<file path="config.mk">
export PLATFORM = sky130hd
export DESIGN_NAME = if_prefetch_queue
export DESIGN_NICKNAME = d
export VERILOG_FILES = /design/src/rtl/riscv_pkg.sv /design/src/rtl/pf_fifo.sv /design/src/rtl/if_prefetch_queue.sv
export SDC_FILE = /design/constraint.sdc
export NUM_CORES = 1
export LEC_CHECK = 0
export BUFFER_PORTS_ARGS = -buffer_cell sky130_fd_sc_hd__buf_2
export CAP_MARGIN = 20
export CORE_ASPECT_RATIO = 1.25
export CORE_MARGIN = 8
export CORE_UTILIZATION = 53
export DETAILED_ROUTE_END_ITERATION = 6
export PLACE_DENSITY_LB_ADDON = 0.05
export REMOVE_ABC_BUFFERS = 1
export SETUP_SLACK_MARGIN = 0.1
export SKIP_LAST_GASP = 1
export SLEW_MARGIN = 15
export SYNTH_ARGS = -nofsm -noshare
export SYNTH_HDL_FRONTEND = slang
export SYNTH_SLANG_ARGS = --single-unit
export TNS_END_PERCENT = 30
</file>
<file path="constraint.sdc">
create_clock -name clk -period 4.32 [get_ports clk]
set_input_delay 0.432 -clock clk [delete_from_list [all_inputs] [get_ports clk]]
set_output_delay 0.432 -clock clk [all_outputs]
set_load 0.02 [all_outputs]
</file>
<file path="src/rtl/riscv_pkg.sv">
// riscv_pkg: shared fetch-path constants and the fetch-entry record
package riscv_pkg;
  localparam int XLEN = 32;
  localparam logic [XLEN-1:0] DEFAULT_RESET_PC = 32'h0000_0000;
  localparam logic [XLEN-1:0] DEFAULT_NOP = 32'h0000_0013;
  typedef struct packed {
    logic [XLEN-1:0] ir;
    logic [XLEN-1:0] pc;
  } fetch_entry_t;
  function automatic logic [XLEN-1:0] word_align(input logic [XLEN-1:0] a);
    return {a[XLEN-1:2], 2'b00};
  endfunction
endpackage

</file>
<file path="src/rtl/pf_fifo.sv">
// pf_fifo: DEPTH-entry fetch-entry FIFO with same-cycle push/pop and flush
module pf_fifo
  import riscv_pkg::*;
#(
  parameter int DEPTH = 4
) (
  input  logic                       clk,
  input  logic                       rst,
  input  logic                       flush_i,
  input  logic                       push_i,
  input  logic                       pop_i,
  input  logic [2*XLEN-1:0]          wdata_i,
  output logic [2*XLEN-1:0]          head_o,
  output logic [$clog2(DEPTH+1)-1:0] count_o
);
  localparam int AW = $clog2(DEPTH);
  localparam int CW = $clog2(DEPTH + 1);
  logic [2*XLEN-1:0] mem_q [DEPTH];
  logic [AW-1:0] wr_q, rd_q;
  logic [CW-1:0] count_q;
  logic do_push, do_pop;
  always_comb begin
    do_push = push_i && !flush_i;
    do_pop = pop_i && !flush_i && count_q != '0;
  end
  always_ff @(posedge clk) begin
    if (do_push) mem_q[wr_q] <= wdata_i;
  end
  always_ff @(posedge clk) begin
    if (rst || flush_i) begin
      wr_q <= '0;
      rd_q <= '0;
      count_q <= '0;
    end else begin
      wr_q <= do_push ? wr_q + AW'(1) : wr_q;
      rd_q <= do_pop ? rd_q + AW'(1) : rd_q;
      count_q <= (do_push && !do_pop) ? count_q + CW'(1) :
                 (do_pop && !do_push) ? count_q - CW'(1) : count_q;
    end
  end
  // credit accounting upstream must make a push into a full queue impossible
  always_ff @(posedge clk) begin
    if (!rst) assert (!(do_push && count_q == CW'(DEPTH)));
  end
  assign head_o = mem_q[rd_q];
  assign count_o = count_q;
endmodule

</file>
<file path="src/rtl/if_prefetch_queue.sv">
// if_prefetch_queue: in-order instruction prefetcher feeding IF_ID with a
// credit-limited imem request stream, a flushable FIFO and stale-response drop
module if_prefetch_queue
  import riscv_pkg::*;
#(
  parameter int          DEPTH     = 4,
  parameter int          MAX_OUT   = 2,
  parameter logic [31:0] RESET_PC  = DEFAULT_RESET_PC,
  parameter logic [31:0] NOP_INSTR = DEFAULT_NOP
) (
  input  logic        clk,
  input  logic        rst,
  input  logic        stall,
  input  logic        condn_flag,
  input  logic [31:0] adder,
  output logic        imem_req,
  output logic [31:0] imem_addr,
  input  logic        imem_rvalid,
  input  logic [31:0] imem_rdata,
  output logic        pf_valid,
  output logic [31:0] pf_ir,
  output logic [31:0] pf_npc
);
  localparam int CW = $clog2(DEPTH + 1);
  localparam int OW = $clog2(MAX_OUT + 1);
  fetch_entry_t head, wentry;
  logic [CW-1:0] count;
  logic [XLEN-1:0] pc_q, pc_d, resp_pc_q, resp_pc_d, addr_q, target;
  logic [OW-1:0] inflight_q, inflight_d, drop_q, drop_d;
  logic req_q, issue, rsp, keep, pop;
  always_comb begin
    target = word_align(adder);
    rsp = imem_rvalid && inflight_q != '0;
    keep = rsp && drop_q == '0 && !condn_flag;
    pop = count != '0 && !stall && !condn_flag;
    // credit counts queued entries plus every non-stale request still owed
    issue = !rst && !condn_flag && int'(inflight_q) < MAX_OUT &&
            int'(count) + int'(inflight_q) - int'(drop_q) < DEPTH;
    pc_d = condn_flag ? target : issue ? pc_q + 32'd4 : pc_q;
    resp_pc_d = condn_flag ? target : keep ? resp_pc_q + 32'd4 : resp_pc_q;
    inflight_d = inflight_q + OW'(issue) - OW'(rsp);
    drop_d = condn_flag ? inflight_q - OW'(rsp) :
             (rsp && drop_q != '0) ? drop_q - OW'(1) : drop_q;
    wentry = '{ir: imem_rdata, pc: resp_pc_q};
  end
  always_ff @(posedge clk) begin
    if (rst) begin
      pc_q <= RESET_PC;
      resp_pc_q <= RESET_PC;
      inflight_q <= '0;
      drop_q <= '0;
      req_q <= 1'b0;
      addr_q <= RESET_PC;
    end else begin
      pc_q <= pc_d;
      resp_pc_q <= resp_pc_d;
      inflight_q <= inflight_d;
      drop_q <= drop_d;
      req_q <= issue;
      addr_q <= issue ? pc_q : addr_q;
    end
  end
  always_ff @(posedge clk) begin
    if (!rst) assert (drop_q <= inflight_q);
  end
  pf_fifo #(.DEPTH(DEPTH)) u_fifo (
    .clk     (clk),
    .rst     (rst),
    .flush_i (condn_flag),
    .push_i  (keep),
    .pop_i   (pop),
    .wdata_i (wentry),
    .head_o  (head),
    .count_o (count)
  );
  assign imem_req = req_q;
  assign imem_addr = addr_q;
  assign pf_valid = count != '0;
  assign pf_ir = pf_valid ? head.ir : NOP_INSTR;
  assign pf_npc = pf_valid ? head.pc + 32'd4 : 32'd0;
endmodule

</file>
# Word-level counts from Yosys, hierarchy flattened
# Memory sizes are Yosys's and may differ from the RTL's. A register that Yosys moved wholly into a read port is not among the register bits.
# Index checks and enable logic that the tools add are counted.
# totals
word_cells,70
reg_bits,108
ramBits,256
n_memories,1
in_bits,69
# mem_list
memory,depth,word_bits,read_ports,rd_ports_with_merged_regs,write_ports,line,text
u_fifo.mem_q,4,64,1,1,1,pf_fifo.sv:18,logic [2*XLEN-1:0] mem_q [DEPTH];
# op_classes
mux,14
n_lt_le_gt_ge,2
reduce_logical,29
addsub,13
# ops
operator,n
32-bit two-way mux,6
32-bit by 3-bit adder with 32-bit output (second input constant),3
1-bit logical AND,14
2-bit nonzero test,6
2-bit two-way mux,4
3-bit two-way mux,2
1-bit zero test,5
5-bit by 4-bit < comparator with 1-bit output (second input constant),1
4-bit by 2-bit subtractor with 5-bit output,1
2-bit by 1-bit adder with 2-bit output (second input constant),2
3-bit by 2-bit adder with 4-bit output,1
2-bit by 1-bit subtractor with 2-bit output,2
3-bit by 1-bit adder with 3-bit output (second input constant),1
3-bit nonzero test,1
3-bit by 1-bit subtractor with 3-bit output (second input constant),1
2-bit by 1-bit adder with 2-bit output,1
2-bit zero test,1
2-bit < comparator (second input constant),1
1-bit two-way mux,2
2-bit OR reduction,1
2-bit by 1-bit subtractor with 2-bit output (second input constant),1
1-bit logical OR,1

# Depth between registers and ports, before layout
# Gate-level depths: netlist of run 1.
# depth
ltp_word,9
mapped_depth,17

# Hierarchy
# From an unflattened synthesis of run 1, not the netlist that was laid out.
# unflattened
cells_unflattened,1154
area_unflattened_um2,15572.4
# by_module_without_submodules
mod,cells_each,area_per_inst_um2,n_inst,seq_area_each_um2
pf_fifo,379,9754.4,1,7867.5
if_prefetch_queue,775,5818.1,1,1901.8

# Least setup slack after synthesis of run 1
# Ideal clock, no wire load.
# synth_timing
path_kind,reg-to-reg
startpoint,register inflight_q[1]
endpoint,register inflight_q[1]
path_buffers,3
stages_incl_launch_ff,18
arrival_ps,3909
slack_ps,283
setup_ps,128
synth_period_minus_slack_ps,4037
cell_sequence,dfxtp_1 clkbuf_1 inv_1 fa_1 inv_1 ha_1 and3b_1 a2111oi_2 nor4_4 inv_1 clkbuf_1 clkbuf_1 ha_1 inv_1 ha_1 xnor2_1 xnor2_1 nor2_1
# synth_between
elab_chain_cells,6
word_cells_on_any_way,10
classes_between,4 x add/sub; 2 x order compare; 4 x reduce/logical
# synth_rtl
item,line,text
"start, declared",if_prefetch_queue.sv:29,"logic [OW-1:0] inflight_q, inflight_d, drop_q, drop_d;"
"start signal, assigned",if_prefetch_queue.sv:57,inflight_q <= inflight_d;
3-bit by 2-bit adder with 4-bit output,if_prefetch_queue.sv:38,int'(count) + int'(inflight_q) - int'(drop_q) < DEPTH;
4-bit by 2-bit subtractor with 5-bit output,if_prefetch_queue.sv:38,
5-bit by 4-bit < comparator with 1-bit output,if_prefetch_queue.sv:38,
1-bit logical AND,if_prefetch_queue.sv:37,issue = !rst && !condn_flag && int'(inflight_q) < MAX_OUT &&
2-bit by 1-bit adder with 2-bit output,if_prefetch_queue.sv:41,inflight_d = inflight_q + OW'(issue) - OW'(rsp);
2-bit by 1-bit subtractor with 2-bit output *,if_prefetch_queue.sv:41,
# Every way passes the cells marked *; elsewhere a longest branch is shown, timed or not.
# A chain may end at the register's enable or synchronous reset.

==> impl_summary.log, run 1 <==
INFO  metric status = finished, final reports clean
INFO  metric final_hold_slack = 0.129 ns
INFO  metric synth.yosys.seq_area_share = 0.627
INFO  metric synth_compound_gate_area_share = 0.0829
INFO  metric clock_path_buffers = 3
INFO  metric post_layout_utilization_of_the_core = 0.616
INFO  metric cp-start-kind = register
INFO  metric io_buffer_count = 160
INFO  metric critPathArrivalTime = 3.54 ns
INFO  metric timing.max_slew.rel_slack = 0.383
INFO  metric syn_inst = between 1000 and 1500
INFO  metric post_synth_instance_area = between 15000 and 20000 um2
INFO  metric post_route_cells_drive_above_1_share = 0.231
INFO  metric placement_rows = 69
INFO  metric cts_tree = done
INFO  metric layout.cells.most_common_list = 248 x sky130_fd_sc_hd__edfxtp_1, 160 x sky130_fd_sc_hd__buf_2, 103 x sky130_fd_sc_hd__nand2_1
INFO  metric worst_reg_to_reg_path_cell_count = 9
INFO  metric ys.flop_type = sky130_fd_sc_hd__edfxtp_1
INFO  metric worst_ir_drop_vdd = 0.270 mV
INFO  metric classification_of_the_worst_slack_hold_path = input pin to register
INFO  metric clkTransAtPathRegs = about 0.060 ns
INFO  metric antenna_cells_inserted = 0
INFO  metric vias_in_the_first_global_route = 9756
INFO  metric placed_cell_area = about 16000 um2
INFO  metric cts-htree-levels = 2
INFO  metric synth_top_area_cells = sky130_fd_sc_hd__edfxtp_1 49%, sky130_fd_sc_hd__dfxtp_1 14%, sky130_fd_sc_hd__mux4_2 8.0%
INFO  metric initial_utilization = 0.536
INFO  metric combinational_family_with_the_most_area_after_synthesis = simple AND/OR/NAND/NOR gates
INFO  metric final_common_cell = sky130_fd_sc_hd__edfxtp_1
INFO  metric remaining_overflow_grt = 0
INFO  metric final.min_clock_period = 3.97 ns
INFO  metric worstPathMaxFanout = 19
INFO  metric grt_max_degree = 63
INFO  metric distinct_cell_type_count_after_synthesis = 59
INFO  metric maxSlewViolCount = 0
INFO  metric clock_tree.root_cell = sky130_fd_sc_hd__clkbuf_16
INFO  metric cp-end-kind = primary output
INFO  metric hold_path_depth = 1
INFO  metric syn_area_per_cell = 13.5 um2
INFO  metric maxCapViolations = 0
INFO  metric powerDensity = 442 nW/um2
INFO  metric cellLeakagePower = 0.00606 uW
INFO  metric max_slew.worst_pin.slew = 0.925 ns
INFO  metric post_cts.repair.setup_buffers = 0
INFO  metric synth-seq-cells = 352
INFO  metric die_x = 167 um
INFO  metric synth-adder-area-share = 0.0166
INFO  metric dp_hpwl = 21500 um
INFO  metric unrepaired_setup_endpoints_after_global_routing = false
INFO  metric required_time_at_the_worst_slack_endpoint = ~4 ns
INFO  metric drtIter0Drc = 480
INFO  metric ioPinCount = 167
INFO  metric fmax = between 200 and 300 MHz
INFO  metric global_route_wire_length_before_repair = 51300 um
INFO  metric fin_crit_sh = 0.920
INFO  metric finish.net_count = 1376
INFO  metric tns = 0 ns
INFO  metric cts.hold.buffers_added = 0
INFO  metric routed_wl = 32100 um
INFO  metric synthDominantCellAreaShare = 0.490
INFO  metric timing_hold_violations_final = 0
INFO  metric layout.cell_area.non_filler = approximately 17000 um2
INFO  metric antenna_found_initial = 1
INFO  metric post_synthesis_cell_type_with_the_largest_combined_area = sky130_fd_sc_hd__edfxtp_1
INFO  metric synth_edf_count = about 250
INFO  metric area_growth = 14.9%
INFO  metric cts.sinks = 352
INFO  metric dieHeight = around 210 um
INFO  metric cts_made_buffers = 35
INFO  metric yosys_warnings = 0
INFO  metric route.antenna.remaining_nets = 0
INFO  metric final.fill_count = ~2300
INFO  metric vias = 9520
INFO  metric insertion_delay = 0.52 ns
INFO  metric finalClockSkew = 0.0262 ns
INFO  metric drc_errors = 0
INFO  metric post_synth_and_or_nand_nor_area_fraction = 0.118
INFO  metric synth.area.mux_share = 0.0959
INFO  metric post_synth_xor_area_fraction = 0.0260
INFO  metric crit_type = register to primary output
INFO  metric core_region_area = 28300 um2
INFO  metric first_pass_iters = 4
INFO  metric die-area = 34400 um2
INFO  metric worst_slack = 0.347 ns
INFO  metric setup_viol = 0
INFO  metric vias_per_cell = 5.70
INFO  metric post_drt_wl_per_cell = slightly below 20 um
INFO  metric detailedPlace.worstSlack = 0.846 ns
INFO  metric asyncSetResetFlopFracSynth = 0
INFO  metric grt.total_usage = 0.186
INFO  metric place.gp.congestion = 0.811
-- worst max-delay path, cell delays in order (launching register included) --
cell and delay [ns]:
sky130_fd_sc_hd__dfxtp_2 0.52, sky130_fd_sc_hd__buf_4 0.36, sky130_fd_sc_hd__mux4_2 0.31, sky130_fd_sc_hd__nand2_1 0.14, sky130_fd_sc_hd__or4_1 0.76, sky130_fd_sc_hd__or4_1 0.59
sky130_fd_sc_hd__a21oi_1 0.14, sky130_fd_sc_hd__buf_2 0.19
-- synth_stat cells, types with 5 or more instances --
master	instances
sky130_fd_sc_hd__edfxtp_1	248
sky130_fd_sc_hd__dfxtp_1	104
sky130_fd_sc_hd__nand2_1	103
sky130_fd_sc_hd__a21oi_1	75
sky130_fd_sc_hd__mux4_2	54
sky130_fd_sc_hd__inv_1	52
sky130_fd_sc_hd__clkbuf_1	45
sky130_fd_sc_hd__nor2b_1	38
sky130_fd_sc_hd__nor2_1	37
sky130_fd_sc_hd__xnor2_1	35
sky130_fd_sc_hd__nand3_1	27
sky130_fd_sc_hd__nor4_1	24
sky130_fd_sc_hd__nand4_1	19
sky130_fd_sc_hd__o31a_1	19
sky130_fd_sc_hd__ha_1	17
sky130_fd_sc_hd__nor3_1	16
sky130_fd_sc_hd__a21boi_0	15
sky130_fd_sc_hd__a31oi_1	15
sky130_fd_sc_hd__or3_1	15
sky130_fd_sc_hd__and2_1	13
sky130_fd_sc_hd__o21ai_0	13
sky130_fd_sc_hd__and4_1	12
sky130_fd_sc_hd__or4_1	12
sky130_fd_sc_hd__a311oi_1	10
sky130_fd_sc_hd__and3_1	10
sky130_fd_sc_hd__xor2_1	10
sky130_fd_sc_hd__buf_2	9
sky130_fd_sc_hd__o31ai_1	9
sky130_fd_sc_hd__mux4_1	8
sky130_fd_sc_hd__o21bai_1	8
sky130_fd_sc_hd__a211oi_1	6
sky130_fd_sc_hd__o311ai_0	6
sky130_fd_sc_hd__buf_4	5
sky130_fd_sc_hd__or2_2	5
-- per-layer routing --
metal,vias to the layer above,GRT usage,part of all wire
met5,-,0,0
met4,0,0.0578,0.023
met3,61,0.0342,0.046
met2,229,0.330,0.50
met1,4617,0.228,0.43
li1,4613,-,-
-- sequential cells by signal, indices dropped and copies added (netlist names), named ones only --
register	flops
drop_q	2
imem_addr	30
imem_req	1
inflight_q	2
pc_q	30
resp_pc_q	30
u_fifo.count_o	3
u_fifo.mem_q	248
u_fifo.rd_q	2
u_fifo.wr_q	2
-- metrics by stage --
step | instances | total power, uW
global placement | 1606 | 4940
detailed placement | 1606 | 4960
floorplan | 1067 | 4590
finish | 1670 | 7720
CTS | 1670 | 7800
global route | 1670 | 8020
-- cell type report --
cell class                 instances  area (um2)  share of cell area
clock buffer                      51         978              0.0561
clock inverter                    13        98.8             0.00567
inverter                          53         199              0.0114
multi-input combinational        662        5180               0.297
sequential                       352        9530               0.547
tap                              355         444              0.0255
timing repair buffer             184        1010              0.0579
-- cell families (layout without fill, tap and decap cells) --
kind of cell	count (synthesis)	count (layout)
other	1	4
adder cells (fa/ha/maj)	19	19
AND/OR/NAND/NOR	339	339
buffers and inverters	117	301
XOR/XNOR	45	45
AO/OA/AOI/OAI	190	190
multiplexers	65	65
flip-flops	352	352
-- path summary, 6_finish.rpt --
check | slack (ns) | start | endpoint
worst min-delay path | 0.13 | imem_rdata[25] | u_fifo.mem_q[2][57]
worst max-delay path | 0.35 | register | pf_npc[31]
worst max register to register | 0.91 | inflight_q[1] | pc_q[15]
worst min register to register | 0.45 | imem_addr[28] | imem_addr[28]
-- report_power, final --
part	internal [uW]	total (uW)	switching, uW
combinational	364	991	627
sequential	3770	3890	118
clock	1640	2840	1200
total	5770	7720	1940
-- timing repair --
| action | in CTS | in global routing |
|---|---|---|
| endpoints found under the setup margin | 0 | 1 |
| resized for setup | 0 | 1 |
| hold endpoints to repair | 0 | 0 |
Power figures use the tool's default switching activity.
==> run 2, diff against run 1 <==
--- a/config.mk
+++ b/config.mk
@@ -12,7 +12,6 @@
 export CORE_UTILIZATION = 53
 export DETAILED_ROUTE_END_ITERATION = 6
 export PLACE_DENSITY_LB_ADDON = 0.05
-export REMOVE_ABC_BUFFERS = 1
 export SETUP_SLACK_MARGIN = 0.1
 export SKIP_LAST_GASP = 1
 export SLEW_MARGIN = 15
==> run 2 against run 1 <==
  * Sequential share of layout area is 0.36 points lower
  * Critical path depth decreased by 1
  * Critical path type unchanged
  * Sequential power hardly changed
  * Via count shrank 0.13%
  * Hold slack better by 0.0095 ns
  * Highest routed layer unchanged
  * Non-clock buffer count is 4 lower
  * Clock power grew 11%
  * Count of clock-buffer cells in the layout shrank 9
  * Core utilization is 0.41 points higher
  * Global-route usage hardly changed
  * Wire length is 0.11% higher
  * Largest cell class unchanged
  * First-iteration DRC count up 7.9%
==> impl_summary.log, run 2 (synthesized netlist as in run 1, its figures left out) <==
INFO  metric area_growth = 15.6%
INFO  metric crit_path_top_delay_cell = sky130_fd_sc_hd__or4_4
INFO  metric maxCapViolations = 0 (unchanged)
INFO  metric grt_max_degree = 78 (+24%)
INFO  metric grt-busiest-layer = met2
INFO  metric detailedPlace.worstSlack = 0.622 ns (-0.224 ns)
INFO  metric worstPathMaxFanout = 19 (unchanged)
INFO  metric io_buffer_count = 160 (unchanged)
INFO  metric clkTransAtPathRegs = 0.06 ns (about the same)
INFO  metric grt.total_usage = 0.186 (about the same)
INFO  metric unrepaired_setup_endpoints_after_global_routing = true
INFO  metric global_route.usage.met2 = 0.316 (-0.0136)
INFO  metric fmax = 249 MHz (-1.0%)
INFO  metric cp-end-kind = primary output
INFO  metric finalClockSkew = 0.0145 ns (-0.0117 ns)
INFO  metric tns = 0 ns (unchanged)
INFO  metric vias_per_cell = 5.71 (+0.23%)
INFO  metric biggest_register = u_fifo.mem_q
INFO  metric drtIter0Drc = 518 (+7.9%)
INFO  metric first_pass_iters = 4 (unchanged)
INFO  metric post_cts.repair.setup_buffers = 0 (unchanged)
INFO  metric dp_hpwl = 21600 um (+0.55%)
INFO  metric regArea = 9530 um2 (unchanged)
INFO  metric dieHeight = 205 um (unchanged)
INFO  metric antenna_cells_inserted = 0 (unchanged)
INFO  metric final_common_cell = sky130_fd_sc_hd__edfxtp_1
INFO  metric grtUsageMet1 = 0.238 (+0.00980)
INFO  metric max_slew.worst_pin.slew = 0.969 ns (+0.0440 ns)
INFO  metric maxSlewViolCount = 0 (unchanged)
INFO  metric cellLeakagePower = 0.00611 uW (+0.88%)
INFO  metric status = finished, final reports clean
INFO  metric place.gp.congestion = 0.816 (+0.70%)
INFO  metric drc_errors = 0 (unchanged)
INFO  metric cts_made_buffers = 35 (unchanged)
INFO  metric timing.max_slew.rel_slack = 0.354 (-0.0293)
INFO  metric crit_type = register to primary output
INFO  metric clock_path_buffers = 3 (unchanged)
INFO  metric cts.sinks = 352 (unchanged)
INFO  metric final.min_clock_period = 4.01 ns (+0.0403 ns)
INFO  metric setup_viol = 0 (unchanged)
INFO  metric antenna_found_initial = 0 (-1)
INFO  metric r2r_setup_slack = 0.87 ns (-0.04 ns)
INFO  metric routed_wl = 32100 um (+0.11%)
INFO  metric worst_slack = 0.307 ns (-0.0403 ns)
INFO  metric post_route_cells_drive_above_1_share = 0.238 (+0.00641)
INFO  metric placement_rows = 69 (unchanged)
INFO  metric cp-start-kind = register
INFO  metric final.fill_count = 2217 (-2.2%)
INFO  metric worst_ir_drop_vdd = 0.335 mV (+24%)
INFO  metric remaining_overflow_grt = 0 (unchanged)
INFO  metric layout.cells.most_common_list = 248 x sky130_fd_sc_hd__edfxtp_1, 160 x sky130_fd_sc_hd__buf_2, 103 x sky130_fd_sc_hd__nand2_1
INFO  metric global_route_wire_length_before_repair = 51500 um (+0.38%)
INFO  metric ioPinCount = 167 (unchanged)
INFO  metric powerDensity = 458 nW/um2 (+3.4%)
INFO  metric die-area = 34400 um2 (unchanged)
INFO  metric timing_hold_violations_final = 0 (unchanged)
INFO  metric critPathArrivalTime = 3.58 ns (+0.04 ns)
INFO  metric largest_register_ff_count = 248 (unchanged)
INFO  metric post_drt_wl_per_cell = 19.3 um (+0.47%)
INFO  metric required_time_at_the_worst_slack_endpoint = 3.89 ns (about the same)
INFO  metric cts-htree-levels = 2 (unchanged)
INFO  metric insertion_delay = 0.51 ns (about the same)
INFO  metric clock_tree.root_cell = sky130_fd_sc_hd__clkbuf_16
INFO  metric critical_path.cell_chain = mux4_1, nand4_1, or4_4, or4_1, a21oi_1, buf_2
INFO  metric multiInputGateArea = 5190 um2 (+0.14%)
INFO  metric initial_utilization = 0.536 (unchanged)
INFO  metric finish.net_count = 1372 (-0.29%)
INFO  metric fin_crit_sh = 0.929 (+0.00933)
INFO  metric vias = 9508 (-0.13%)
INFO  metric classification_of_the_worst_slack_hold_path = input pin to register
INFO  metric cts_tree = done
INFO  metric die_x = 167 um (unchanged)
INFO  metric route.antenna.remaining_nets = 0 (unchanged)
INFO  metric core_region_area = 28300 um2 (unchanged)
INFO  metric critical-path-max-stage-delay = 0.78 ns (+0.02 ns)
INFO  metric vias_in_the_first_global_route = 9672 (-0.86%)
INFO  metric met3_usage = 0.0357 (+0.00154)
INFO  metric power.total = 8030 uW (+4.1%)
-- run 2: changes by cell type in the layout (fill, tap and decap cells not counted), sizes merged --
cell      before  now
buf          184  180
clkinv        10   11
clkbuf        51   42
inv           54   53
clkinvlp       1    3
bufinv         1    6
-- run 2: power breakdown --
group,total [uW],internal (uW),switching (uW)
clock,3160,1930,1230
combinational,987,362,625
sequential,3880,3770,116
total,8030,6060,1980
-- run 2: path summary, 6_finish.rpt --
path / startpoint / to / cells after the start
worst min register to register: imem_addr[22] / imem_addr[22] / 2
worst max-delay path: register / pf_npc[31] / 6
worst min-delay path: imem_rdata[16] / u_fifo.mem_q[3][48] / 1
worst max register to register: inflight_q[1] / inflight_q[1] / 15
-- run 2: per-layer routing --
layer,share of wire,up-vias
met5,0,-
met4,0.027,0
met3,0.051,52
met2,0.48,250
met1,0.44,4615
li1,-,4591
-- run 2: through the flow --
step | hold slack (ns) | utilization | std cells | instance area [um2]
after floorplan | 0.432 | - | 1131 | 15200
after global placement | 0.441 | 0.577 | 1602 | 16300
after detailed placement | 0.443 | 0.577 | 1602 | 16300
after CTS | 0.117 | 0.620 | 1664 | 17600
after global routing | 0.130 | 0.620 | 1664 | 17600
final | 0.138 | 0.620 | 1664 | 17600
-- run 2: critical path, delay by kind of cell, from the launching register on --
family,cells,cell delay (ns)
simple gates,3,1.68
flops,1,0.64
mux,1,0.33
buf+inv,1,0.21
compound gates,1,0.21
-- run 2: cell type report --
cell class / instances / area share
Sequential cell: 352 / 0.543
Tap cell: 355 / 0.0253
Clock inverter: 20 / 0.0147
Clock buffer: 42 / 0.0540
Timing Repair Buffer: 180 / 0.0563
Inverter: 53 / 0.0113
Multi-Input combinational cell: 662 / 0.295
-- run 2: what timing repair did --
item / 4_1_cts / 5_1_grt
gates resized for setup: 1 / 1
setup endpoints to repair: 1 / 3
hold buffers: 0 / 0
